===== src/rtl/sgmii_rx_framer.sv =====
// GMII receive framer: removes 10/100 byte replication, strips preamble/SFD
// and emits tagged 9-bit words {ctrl, byte} towards the receive FIFO.
// Overflow mid-frame truncates the frame and closes it with an error EOF.
module sgmii_rx_framer #(
    parameter int unsigned MAX_PREAMBLE = 15
) (
    input  logic        clk_in,
    input  logic        rst_in,
    input  logic [1:0]  speed,
    input  logic [7:0]  rxd,
    input  logic        rx_dv,
    input  logic        rx_er,
    input  logic        full,
    output logic [8:0]  fifo_in,
    output logic        push,
    output logic [15:0] frame_cnt,
    output logic [15:0] drop_cnt
);

    localparam int unsigned PW = $clog2(MAX_PREAMBLE + 2);

    localparam logic [8:0] W_SOF      = 9'h1FB;
    localparam logic [8:0] W_EOF_GOOD = 9'h1FD;
    localparam logic [8:0] W_EOF_ERR  = 9'h1FE;

    typedef enum logic [2:0] {
        S_IDLE,
        S_PREAMBLE,
        S_DATA,
        S_DROP,
        S_PEND
    } state_t;

    state_t          state, state_n;
    logic [6:0]      rep_cnt;
    logic [6:0]      rep_max;
    logic            strobe;
    logic [PW-1:0]   pre_cnt, pre_cnt_n;
    logic            pend_valid, pend_valid_n;
    logic            pend_err, pend_err_n;
    logic            pend_rx, pend_rx_n;
    logic            emit;
    logic [8:0]      word;
    logic            frame_inc;
    logic            drop_inc;

    // Replication factor minus one for the selected line rate
    always_comb begin
        case (speed)
            2'b01:   rep_max = 7'd9;
            2'b00:   rep_max = 7'd99;
            default: rep_max = 7'd0;
        endcase
    end

    // Replication divider: held at zero while idle so the first valid cycle is sampled
    always_ff @(posedge clk_in or posedge rst_in) begin
        if (rst_in) begin
            rep_cnt <= '0;
        end else if (!rx_dv || rep_cnt >= rep_max) begin
            rep_cnt <= '0;
        end else begin
            rep_cnt <= rep_cnt + 7'd1;
        end
    end

    assign strobe = !rx_dv || (rep_cnt == '0);

    // Next-state, word request and counter-increment decode
    always_comb begin
        state_n      = state;
        pre_cnt_n    = pre_cnt;
        pend_valid_n = pend_valid;
        pend_err_n   = pend_err;
        pend_rx_n    = pend_rx;
        emit         = 1'b0;
        word         = '0;
        frame_inc    = 1'b0;
        drop_inc     = 1'b0;

        case (state)
            S_IDLE: begin
                if (strobe && rx_dv) begin
                    if (rxd == 8'h55) begin
                        state_n   = S_PREAMBLE;
                        pre_cnt_n = PW'(1);
                    end else if (rxd == 8'hD5 && !full) begin
                        emit    = 1'b1;
                        word    = W_SOF;
                        state_n = S_DATA;
                    end else begin
                        drop_inc = 1'b1;
                        state_n  = S_DROP;
                    end
                end
            end

            S_PREAMBLE: begin
                if (strobe) begin
                    if (!rx_dv) begin
                        state_n = S_IDLE;
                    end else if (rxd == 8'h55) begin
                        if (32'(pre_cnt) >= MAX_PREAMBLE) begin
                            drop_inc = 1'b1;
                            state_n  = S_DROP;
                        end else begin
                            pre_cnt_n = pre_cnt + PW'(1);
                        end
                    end else if (rxd == 8'hD5 && !full) begin
                        emit    = 1'b1;
                        word    = W_SOF;
                        state_n = S_DATA;
                    end else begin
                        drop_inc = 1'b1;
                        state_n  = S_DROP;
                    end
                end
            end

            S_DATA: begin
                if (strobe) begin
                    if (!rx_dv) begin
                        frame_inc = 1'b1;
                        if (!full) begin
                            emit    = 1'b1;
                            word    = W_EOF_GOOD;
                            state_n = S_IDLE;
                        end else begin
                            pend_valid_n = 1'b1;
                            pend_err_n   = 1'b0;
                            state_n      = S_PEND;
                        end
                    end else if (rx_er) begin
                        drop_inc = 1'b1;
                        state_n  = S_DROP;
                        if (!full) begin
                            emit = 1'b1;
                            word = W_EOF_ERR;
                        end else begin
                            pend_valid_n = 1'b1;
                            pend_err_n   = 1'b1;
                        end
                    end else if (!full) begin
                        emit = 1'b1;
                        word = {1'b0, rxd};
                    end else begin
                        // Blocked data byte: frame is truncated, EOF error queued for later
                        pend_valid_n = 1'b1;
                        pend_err_n   = 1'b1;
                        drop_inc     = 1'b1;
                        state_n      = S_DROP;
                    end
                end
            end

            S_DROP: begin
                if (strobe && !rx_dv) begin
                    state_n = pend_valid ? S_PEND : S_IDLE;
                end
            end

            S_PEND: begin
                // Remember a frame that begins while the EOF is still waiting for space
                pend_rx_n = pend_rx | rx_dv;
                if (!full) begin
                    emit         = 1'b1;
                    word         = pend_err ? W_EOF_ERR : W_EOF_GOOD;
                    pend_valid_n = 1'b0;
                    pend_rx_n    = 1'b0;
                    if (rx_dv || pend_rx) begin
                        drop_inc = 1'b1;
                    end
                    state_n = rx_dv ? S_DROP : S_IDLE;
                end
            end

            default: state_n = S_IDLE;
        endcase
    end

    // State, pending-EOF and preamble counter registers
    always_ff @(posedge clk_in or posedge rst_in) begin
        if (rst_in) begin
            state      <= S_IDLE;
            pre_cnt    <= '0;
            pend_valid <= 1'b0;
            pend_err   <= 1'b0;
            pend_rx    <= 1'b0;
        end else begin
            state      <= state_n;
            pre_cnt    <= pre_cnt_n;
            pend_valid <= pend_valid_n;
            pend_err   <= pend_err_n;
            pend_rx    <= pend_rx_n;
        end
    end

    // Registered FIFO write port; fifo_in holds its value between pushes
    always_ff @(posedge clk_in or posedge rst_in) begin
        if (rst_in) begin
            push    <= 1'b0;
            fifo_in <= '0;
        end else begin
            push <= emit;
            if (emit) begin
                fifo_in <= word;
            end
        end
    end

    // Frame statistics counters, wrapping
    always_ff @(posedge clk_in or posedge rst_in) begin
        if (rst_in) begin
            frame_cnt <= '0;
            drop_cnt  <= '0;
        end else begin
            frame_cnt <= frame_cnt + 16'(frame_inc);
            drop_cnt  <= drop_cnt + 16'(drop_inc);
        end
    end

endmodule


===== config.mk =====
export PLATFORM = sky130hd
export DESIGN_NAME = sgmii_rx_framer
export DESIGN_NICKNAME = d
export VERILOG_FILES = /design/src/rtl/sgmii_rx_framer.sv
export SDC_FILE = /design/constraint.sdc
export NUM_CORES = 1
export LEC_CHECK = 0
export BUFFER_PORTS_ARGS = -buffer_cell sky130_fd_sc_hd__buf_2
export CORE_UTILIZATION = 46
export DETAILED_ROUTE_END_ITERATION = 8
export PLACE_DENSITY = 0.68
export SLEW_MARGIN = 0
export SYNTH_ARGS = -nofsm -noshare
export SYNTH_HDL_FRONTEND = slang
export SYNTH_SLANG_ARGS = --single-unit

===== constraint.sdc =====
create_clock -name clk_in -period 3.5 [get_ports clk_in]
set_input_delay 0.175 -clock clk_in [delete_from_list [all_inputs] [get_ports clk_in]]
set_output_delay 0.175 -clock clk_in [all_outputs]
set_load 0.01 [all_outputs]

==> summary.md, run 1 <==
| Metric | Value |
|---|---|
| Max-cap violations | 0 |
| CTS clk-pin slew, worst paths | 0.07 ns |
| Filler cells | 580 |
| Setup-failing EPs final | 0 |
| Fin. max-slew vios | 0 |
| CP max stage delay | 0.42 ns |
| Port Buf Inserts | 56 |
| Vias/cell | 5.43 |
| Critical path's most frequent cell | ha_1 |
| Syn Area/Cell | 10.0 um2 |
| Total GRT Usage | 20.0% |
| Core ar. | 6460 um2 |
| Util after Layout | 58.3% |
| Most common cell after layout, fill and taps aside | dfrtp_1 |
| Relative slew slack | 38.0% |
| DRC | 4 |
| Placer congestion estimate | 0.838 |
| Core Rows | 29 |
| Vias | 2,472 |
| Die area | 7170 um2 |
| Power Total | 2.51 mW |
| Critical path class | register to register |
| Root buffer cell | clkbuf_8 |
| Num CTS Buffers | 9 |
| HP Class | input port to asynchronous set/reset pin |
| Post-synth top flop | dfrtp_1 |
| CTS Hold Buffers Added | 0 |
| Die W | 84.7 um |
| Pre-CTS WS | 0.709 ns |
| Final Cell Area | 3760 um2 |
| Post-route clock skew | 0.00532 ns |
| Final Non-Filler Cells | 455 |
| Setup TNS | 0 ns |
| Remaining global-route overflow | 0 |
| Final Hold Viols | 0 |
| Critical path, cell by cell | inv_1 > ha_1 > nor4b_4 > nand2_1 > nor3_1 > nor2_1 > o22ai_1 > ha_1 > ha_1 > nand3_1 > nor2_1 > xor2_1 |
| Initial Utilization | 48.7% |
| Asr flop ratio synth | 100% |
| Post-CTS setup buffers | 0 |
| Commonest cells after routing, fill and taps aside | dfrtp_1 (60), buf_2 (56), nor2_1 (26) |
| Post-synthesis sequential area ratio | 47.8% |
| Clock tree sinks | 60 |
| Failing checks | design-rule violations |
| Crit-path leading delay family | simple AND/OR/NAND/NOR gates |
| Unrepaired setup endpoints after global routing | no |
| Ys Warns | 0 |
| Clock Latency Late Sink | 0.35 ns |
| Worst path buffer plus inverter count | 1 |
| Vias in the first global route | 2,368 |
| Worst endpoint required time | 3.77 ns |
| First drt pass iteration count | 9 |
| Placed cells | 439 |
| CP arrival | 3.05 ns |
| Leak | 1.88 nW |
| CTS tree | done |
| Final worst setup slack | 0.719 ns |
| Initial antenna violation count | 0 |
| IO Pins | 57 |
| Layout cell share with drive strength beyond 1 | 22.5% |
| Cell Area, Synth | 3140 um2 |
| Layout area overhead | 19.7% |
| Critical Path Fanout Max | 11 |
| Critical Path End Type | register |
| Net Count, Synth | 341 |
| Least-Margin Pin Slew | 0.929 ns |
| Critical Path Start Type | register |
| Worst path slowest cell | dfrtp_1 |
| Post-route ant nets | 0 |
| DRT iter0 DRCs | 104 |
| Antenna diodes | 0 |
| # resized after CTS | 0 |
| Post-synth EDFFs | 0 |
| Minimum clock period | 2.78 ns |
| Max frequency | 0.360 GHz |
| Drt total wl | 6.46 mm |
| Maximum clock path buffer count | 2 |
| Status | finished, violations left |
| Post-DP Area | 3490 um2 |
| Final Cycle Share | 79.4% |
| Worst hold slack | 0.00700 ns |
| Die H | 84.7 um |
| Synth cell types | 53 |
| Maximum VDD drop | 0.292 mV |
| CTS H-tree depth | 3 |
| Pwr Density | 668 nW/um2 |
| Largest net degree at the start of global routing | 43 |
| Syn Inst Count | 313 |
| DR WL/cell | 14.2 um |
| Final nets | 401 |
| Synth Register Bits | 60 |
| Placed wire-length estimate | 4.60 mm |
| Global-route wire length before repair | 11.2 mm |
layout make-up:
type | instances | area [um2] | share of cell area, %
timing repair buffer | 58 | 295 | 7.85
clock inverter | 3 | 90.1 | 2.39
multi-input combinational | 224 | 1530 | 40.5
tap | 77 | 96.3 | 2.56
sequential | 60 | 1500 | 39.9
clock buffer | 13 | 179 | 4.76
inverter | 20 | 75.1 | 2.00
worst paths after layout:
check | startpoint | end | cells past startpoint | slack [ns]
max | rep_cnt[0]$_DFF_PP0_ | drop_cnt[10]$_DFF_PP0_ | 12 | 0.72
min | rst_in | drop_cnt[12]$_DFF_PP0_ | 2 | 0.007
max reg2reg | rep_cnt[0]$_DFF_PP0_ | drop_cnt[10]$_DFF_PP0_ | 12 | 0.72
min reg2reg | drop_cnt[15]$_DFF_PP0_ | drop_cnt[15]$_DFF_PP0_ | 1 | 0.46
max in group asynchronous | rst_in | fifo_in[7]$_DFFE_PP0P_ | 3 | 2.73
min in group clk_in | full | pend_err$_DFFE_PP0P_ | 2 | 0.21
cells in the mapped netlist (3+ instances only):
library cell,count,area share (%)
nand2b_1,4,0.80
nor2_1,26,3.1
nand4_1,5,0.99
and3_1,8,1.6
dfrtp_1,60,48
nor3_1,6,0.96
and2_1,3,0.60
a211oi_1,8,1.9
clkbuf_1,6,0.72
inv_1,20,2.4
o21ai_0,13,2.1
ha_1,13,5.2
a21oi_1,16,2.5
nand2_1,18,2.1
mux2i_1,8,2.5
and4_1,3,0.84
xnor2_1,22,6.1
xor2_1,12,3.3
nand3_1,18,2.9
a31oi_1,3,0.60
power by group:
part / switching, mW / total [mW] / internal [mW]
clock network: 0.273 / 0.824 / 0.551
registers: 0.157 / 0.998 / 0.841
logic: 0.384 / 0.690 / 0.306
total: 0.814 / 2.51 / 1.70
sequential cells by signal, summed over array words and instances (netlist names):
signal,count
pend_valid,1
pend_rx,1
state,3
push,1
rep_cnt,7
pre_cnt,5
fifo_in,9
drop_cnt,16
pend_err,1
frame_cnt,16
kinds of logic after synthesis:
group | Yosys count | share of synthesized area (%)
muxes | 8 | 2.55
and+or+nand+nor | 108 | 18.5
DFF | 60 | 47.8
xor gates and xnor gates | 34 | 9.47
adders and majority gates | 13 | 5.17
buffers and inverters | 29 | 3.74
AOI/OAI and AO/OA | 61 | 12.8
layer usage:
layer / vias to the layer above / track usage (%) / routed length (um)
li1: 1228 / - / -
met1: 1173 / 26.7 / 3100
met2: 63 / 30.4 / 2890
met3: 8 / 6.59 / 358
met4: 0 / 7.86 / 114
met5: - / 0 / 0
worst register-to-register path, stage by stage, from the launching register on:
cell and delay [ns]:
dfrtp_1 0.42, inv_1 0.09, ha_1 0.14, nor4b_4 0.30
nand2_1 0.28, nor3_1 0.26, nor2_1 0.06, o22ai_1 0.15
ha_1 0.26, ha_1 0.26, nand3_1 0.19, nor2_1 0.16
xor2_1 0.15
Power figures use the tool's default switching activity.
==> inputs of run 2 (changes only) <==
==> constraint.sdc (replaced) <==
create_clock -name clk_in -period 2.6 [get_ports clk_in]
set_input_delay 0.13 -clock clk_in [delete_from_list [all_inputs] [get_ports clk_in]]
set_output_delay 0.13 -clock clk_in [all_outputs]
set_load 0.01 [all_outputs]
==> run 2 against run 1 <==
Compared with the run above: non-clock buffer count grew 13; sequential power increased by 31%; global-route usage up 0.093 points; critical path type unchanged; the flow still finishes with violations (design-rule violations); clock skew is 0.0026 ns higher; fmax grew 14%; combinational power is 52% higher; count of clock-buffer cells in the layout down 3; worst hold slack improved by 0.15 ns; sequential share of layout area shrank 1.2 points; largest cell class unchanged; power is 32% higher.
==> summary.md, run 2 (synthesis results as in run 1) <==
| Metric | Value |
|---|---|
| Die H | 84.7 um (unchanged) |
| Critical path class | register to register |
| Maximum clock path buffer count | 2 (unchanged) |
| Setup-failing EPs final | 0 (unchanged) |
| Remaining global-route overflow | 0 (unchanged) |
| Pwr Density | 853 nW/um2 (+28%) |
| CTS H-tree depth | 3 (unchanged) |
| Vias | 2,580 (+4.4%) |
| Post-route clock skew | 0.00792 ns (+0.00260 ns) |
| Commonest cells after routing, fill and taps aside | dfrtp_1 (60), buf_2 (56), nor2_1 (23) |
| Placed cells | 445 (+1.4%) |
| GRT busiest layer | met2 |
| Layout cell share with drive strength beyond 1 | 27.6% (+5.1 points) |
| Final Cycle Share | 93.4% (+14 points) |
| CP arrival | 2.69 ns (-0.36 ns) |
| Filler cells | 558 (-3.8%) |
| Worst endpoint required time | 2.86 ns (-0.91 ns) |
| Clock tree sinks | 60 (unchanged) |
| Antenna diodes | 0 (unchanged) |
| Final Hold Viols | 0 (unchanged) |
| Critical Path Start Type | register |
| Leak | 1.92 nW (+2.3%) |
| Port Buf Inserts | 56 (unchanged) |
| Relative slew slack | 36.9% (-1.1 points) |
| Minimum clock period | 2.43 ns (-0.352 ns) |
| Vias/cell | 5.51 (+1.5%) |
| DR WL/cell | 14.6 um (+2.6%) |
| Global-route wire length before repair | 11.4 mm (+1.7%) |
| Final Cell Area | 3880 um2 (+3.1%) |
| Die W | 84.7 um (unchanged) |
| Die area | 7170 um2 (unchanged) |
| Fin. max-slew vios | 0 (unchanged) |
| Power Total | 3.31 mW (+32%) |
| Multi-input gate area | 1570 um2 (+3.1%) |
| Max frequency | 0.412 GHz (+14%) |
| Core ar. | 6460 um2 (unchanged) |
| Status | finished, violations left |
| Layout area overhead | 23.3% |
| Post-route ant nets | 0 (unchanged) |
| IO Pins | 57 (unchanged) |
| DRT iter0 DRCs | 82 (-21%) |
| Clk pwr share | 28.7% (-4.1 points) |
| R2R setup slack | 0.17 ns (-0.55 ns) |
| Max-cap violations | 0 (unchanged) |
| Switch share | 34.5% (+2.1 points) |
| Initial Utilization | 48.7% (unchanged) |
| Grt met1 use | 27.9% (+1.2 points) |
| Post-DP Area | 3550 um2 (+1.6%) |
| Combinational group share of total power | 31.6% (+4.1 points) |
| Largest regs | drop_cnt (16), frame_cnt (16), fifo_in (9) |
| Critical path, cell by cell | ha_2 > and3_1 > ha_1 > nor2_1 > a21oi_2 > mux2i_1 > and3_1 > o22ai_2 > ha_2 > nand4_1 > nor3_2 > xor2_1 |
| Num CTS Buffers | 9 (unchanged) |
| Placed wire-length estimate | 4.79 mm (+4.3%) |
| Maximum VDD drop | 0.441 mV (+51%) |
| Critical Path End Type | register |
| Total GRT Usage | 20.1% (+0.093 points) |
| Failing checks | design-rule violations |
| Root buffer cell | clkbuf_8 |
| Largest net degree at the start of global routing | 34 (-21%) |
| Least-Margin Pin Slew | 0.945 ns (+0.0163 ns) |
| Drt total wl | 6.82 mm (+5.6%) |
| CTS clk-pin slew, worst paths | 0.07 ns (about the same) |
| Net Sw Power | 1.14 mW (+40%) |
| Final Non-Filler Cells | 468 (+2.9%) |
| Initial antenna violation count | 0 (unchanged) |
| Placer congestion estimate | 0.803 (-4.2%) |
| Core Rows | 29 (unchanged) |
| Worst path slowest cell | dfrtp_1 |
| DRC | 6 (+2) |
| Vias in the first global route | 2,395 (+1.1%) |
| First drt pass iteration count | 7 (-2) |
| Clock Latency Late Sink | 0.34 ns (about the same) |
| Sequential Area | 1500 um2 (unchanged) |
| Util after Layout | 60.0% (+1.8 points) |
| M3 GR Usage | 3.83% (-2.8 points) |
| Critical Path Fanout Max | 4 (-7) |
| Met2 global-route usage | 31.5% (+1.1 points) |
| Pint | 2.17 mW (+28%) |
| HP Class | input port to register |
| CP max stage delay | 0.39 ns (-0.03 ns) |
| Seq pwr share | 39.7% (about the same) |
| Final nets | 414 (+3.2%) |
| Most common cell after layout, fill and taps aside | dfrtp_1 |
| CTS tree | done |
## run 2: cell types whose count changed in the layout (fill, tap and decap cells not counted), sizes merged
| cell | previous run | this run |
|---|---|---|
| clkinvlp | 0 | 1 |
| clkinv | 0 | 2 |
| bufinv | 3 | 2 |
| inv | 20 | 21 |
| buf | 58 | 70 |
| clkbuf | 13 | 10 |
| dlygate4sd3 | 0 | 1 |
## run 2: layout make-up
| cell class | count | share of cell area [%] |
|---|---|---|
| multi-input cells | 224 | 40.6 |
| clock buffers | 10 | 3.55 |
| flip-flops and latches | 60 | 38.7 |
| well taps | 77 | 2.48 |
| repair buffers | 71 | 10.5 |
| inverters | 20 | 1.94 |
| clock inverters | 6 | 2.23 |
## run 2: final timing paths
kind,startpoint,end,cells after the start
worst max-delay path,pre_cnt[0]$_DFFE_PP0P_,drop_cnt[15]$_DFF_PP0_,12
worst min-delay path,full,pend_err$_DFFE_PP0P_,2
worst max register to register,pre_cnt[0]$_DFFE_PP0P_,drop_cnt[15]$_DFF_PP0_,12
worst min register to register,frame_cnt[15]$_DFF_PP0_,frame_cnt[15]$_DFF_PP0_,1
max in group asynchronous,rst_in,frame_cnt[1]$_DFF_PP0_,4
min in group asynchronous,rst_in,drop_cnt[12]$_DFF_PP0_,3
## run 2: stage by stage
step	TNS [ns]	setup slack [ns]	hold slack [ns]
after floorplan	0	0.119	0.350
after global placement	0	0.226	0.228
after detailed placement	0	0.152	0.236
after CTS	0	0.135	0.146
after global routing	-0.169	-0.0834	0.189
final	0	0.171	0.159
## run 2: timing repair
item	in CTS	in global routing
endpoints found under the hold margin	27	0
resized for setup	0	12
hold buffers	1	0
endpoints found under the setup margin	0	11
setup buffers	0	6
## run 2: power by group through the flow
stage,Clock [mW],Sequential [mW],Combinational [mW]
after floorplan,0,1.36,0.623
after global placement,0,1.33,0.991
after detailed placement,0,1.33,1.01
after CTS,0.970,1.31,1.01
after global routing,1.01,1.35,1.18
final,0.949,1.31,1.05
## run 2: metal layers
metal	part of all wire, %	routed length [um]
met1	47	3210
met4	1.6	107
met5	0	0
met3	3.6	243
met2	48	3260
## run 2: worst max-delay path, delay by kind of cell, from the launching register on
family,cells,cell delay (ns)
XOR/XNOR,1,0.17
flip-flops,1,0.39
adder cells (fa/ha/maj),3,0.56
multiplexers,1,0.07
AO/OA/AOI/OAI,2,0.30
AND/OR/NAND/NOR,5,0.85
==> inputs of run 3 (changes only) <==
--- a/config.mk
+++ b/config.mk
@@ -6,9 +6,8 @@
 export NUM_CORES = 1
 export LEC_CHECK = 0
 export BUFFER_PORTS_ARGS = -buffer_cell sky130_fd_sc_hd__buf_2
-export CORE_UTILIZATION = 46
+export CORE_UTILIZATION = 38
 export DETAILED_ROUTE_END_ITERATION = 8
-export PLACE_DENSITY = 0.68
 export SLEW_MARGIN = 0
 export SYNTH_ARGS = -nofsm -noshare
 export SYNTH_HDL_FRONTEND = slang
==> run 3 against run 2 <==
Compared with the run above: the run now ends clean; highest routed layer unchanged; setup slack improved by 0.042 ns; sequential share of layout area fell by 0.26 points; design area rose by 0.68%; cell count rose by 4.9%; critical path type unchanged; via count fell by 2.8%; non-clock buffer count fell by 1.
==> summary.md, run 3 (synthesis results as in run 1) <==
| Metric | Value |
|---|---|
| Post-route ant nets | 0 (unchanged) |
| CTS tree | done |
| Layout area overhead | 24.2% |
| Relative slew slack | 54.7% (+18 points) |
| Worst endpoint required time | 2.83 ns (-0.03 ns) |
| Post-route clock skew | 0.00912 ns (+0.00121 ns) |
| Pre-CTS WS | 0.132 ns (-0.0204 ns) |
| Final worst setup slack | 0.213 ns (+0.0417 ns) |
| Largest regs | drop_cnt (16), frame_cnt (16), fifo_in (9) |
| Remaining global-route overflow | 0 (unchanged) |
| Setup TNS | 0 ns (unchanged) |
| Sequential Area | 1500 um2 (unchanged) |
| Maximum VDD drop | 0.266 mV (-40%) |
| Port Buf Inserts | 56 (unchanged) |
| Drt total wl | 6.88 mm (+0.85%) |
| R2R setup slack | 0.21 ns (+0.04 ns) |
| RR Endpoint | drop_cnt[11]$_DFF_PP0_ |
| Minimum clock period | 2.39 ns (-0.0417 ns) |
| Setup-failing EPs final | 0 (unchanged) |
| CTS H-tree depth | 3 (unchanged) |
| Die W | 93.0 um (+9.8%) |
| Clock tree sinks | 60 (unchanged) |
| Placed wire-length estimate | 4.81 mm (+0.35%) |
| Final Cell Area | 3900 um2 (+0.68%) |
| Layout cell share with drive strength beyond 1 | 26.5% (-1.1 points) |
| Pwr Density | 864 nW/um2 (+1.3%) |
| Max frequency | 0.419 GHz (+1.7%) |
| Vias in the first global route | 2,407 (+0.50%) |
| HP Class | input port to register |
| CP arrival | 2.62 ns (-0.07 ns) |
| Leak | 1.93 nW (+0.12%) |
| Num CTS Buffers | 9 (unchanged) |
| Initial Utilization | 40.1% (-8.6 points) |
| Root buffer cell | clkbuf_8 |
| Hold Path Depth | 2 (unchanged) |
| Post-DP Area | 3600 um2 (+1.3%) |
| Critical Path Start Type | register |
| Initial antenna violation count | 0 (unchanged) |
| Die area | 8640 um2 (+21%) |
| Least-Margin Pin Slew | 0.678 ns (-0.267 ns) |
| DRC | 0 (-6) |
| Multi-input gate area | 1560 um2 (-0.72%) |
| Max-cap violations | 0 (unchanged) |
| Maximum clock path buffer count | 2 (unchanged) |
| CP startpoint | rep_cnt[0]$_DFF_PP0_ |
| Clock Latency Late Sink | 0.34 ns (about the same) |
| Final Cycle Share | 91.8% (-1.6 points) |
| Worst r2r path cells | 11 (-1) |
| IO Pins | 57 (unchanged) |
| Final Hold Viols | 0 (unchanged) |
| DR WL/cell | 14.0 um (-3.9%) |
| CTS clk-pin slew, worst paths | 0.07 ns (about the same) |
| Fin. max-slew vios | 0 (unchanged) |
| Critical Path End Type | register |
| Final nets | 413 (-0.24%) |
| Commonest cells after routing, fill and taps aside | dfrtp_1 (60), buf_2 (56), nor2_1 (24) |
| Critical Path Fanout Max | 5 (+1) |
| Unrepaired setup endpoints after global routing | no |
| Placed cells | 472 (+6.1%) |
| Core Rows | 32 (+10%) |
| First drt pass iteration count | 4 (-3) |
| Core ar. | 7850 um2 (+22%) |
| Power Total | 3.37 mW (+2.0%) |
| Hold_sp | full |
| Vias/cell | 5.11 (-7.3%) |
| WHS Endpoint | pend_err$_DFFE_PP0P_ |
| Status | complete, no violations |
| Antenna diodes | 0 (unchanged) |
| Critical path class | register to register |
| Placer congestion estimate | 0.789 (-1.6%) |
| DRT iter0 DRCs | 100 (+22%) |
| Die H | 93.0 um (+9.8%) |
| Total GRT Usage | 17.2% (-2.9 points) |
| Vias | 2,509 (-2.8%) |
| Largest net degree at the start of global routing | 32 (-5.9%) |
| Filler cells | 770 (+38%) |
| Global-route wire length before repair | 11.6 mm (+1.8%) |
| Most common cell after layout, fill and taps aside | dfrtp_1 |
| Final Non-Filler Cells | 491 (+4.9%) |
| R2r startpoint | rep_cnt[0]$_DFF_PP0_ |
## run 3: worst max path at each step
stage                                        end  slack, ns
after floorplan           drop_cnt[12]$_DFF_PP0_       0.12
after global placement    drop_cnt[12]$_DFF_PP0_       0.21
after detailed placement  drop_cnt[10]$_DFF_PP0_       0.13
after CTS                 drop_cnt[10]$_DFF_PP0_       0.06
after global routing      drop_cnt[10]$_DFF_PP0_       0.03
final                     drop_cnt[11]$_DFF_PP0_       0.21
## run 3: metrics by stage
stage / hold slack (ns) / utilization (%)
after CTS: 0.146 / 49.0
after floorplan: 0.350 / -
final: 0.165 / 49.7
after global routing: 0.201 / 49.7
after global placement: 0.270 / 45.8
after detailed placement: 0.278 / 45.8
## run 3: layout make-up
class                      count  area share (%)
multi-input combinational    224            40.0
sequential                    60            38.5
timing repair buffer          70            10.3
clock buffer                  10            3.53
tap                          102            3.27
clock inverter                 5            2.56
inverter                      20            1.92
## run 3: report_power, final
| group | total (mW) | leakage [nW] | switching (mW) | internal, mW |
|---|---|---|---|---|
| Sequential | 1.34 | 0.791 | 0.205 | 1.13 |
| Clock | 1.02 | 0.122 | 0.367 | 0.654 |
| Combinational | 1.01 | 1.01 | 0.554 | 0.461 |
| Total | 3.37 | 1.93 | 1.13 | 2.25 |
## run 3: per-layer routing
layer  vias to the layer above  GRT usage [%]  part of all wire, %
met5                         -              0                    0
met1                      1185           23.2                   49
li1                       1255              -                    -
met3                        13           3.04                  4.1
met2                        56           26.2                   44
met4                         0           8.85                  2.2
## run 3: critical path, stage by stage, from the launching register on
cell      delay, ns
dfrtp_1        0.39
inv_1          0.09
ha_1           0.15
nor4b_4        0.31
nand2_1        0.14
nor3_2         0.20
nor2_1         0.06
o22ai_1        0.15
ha_2           0.22
nand4_1        0.20
nand2b_1       0.23
xnor2_1        0.12
## run 3: repair_timing
| action | in CTS | in global routing |
|---|---|---|
| hold endpoints to repair | 30 | 0 |
| hold buffers | 1 | 0 |
| endpoints found under the setup margin | 0 | 10 |
| resized for setup | 0 | 9 |
| setup buffers | 0 | 3 |
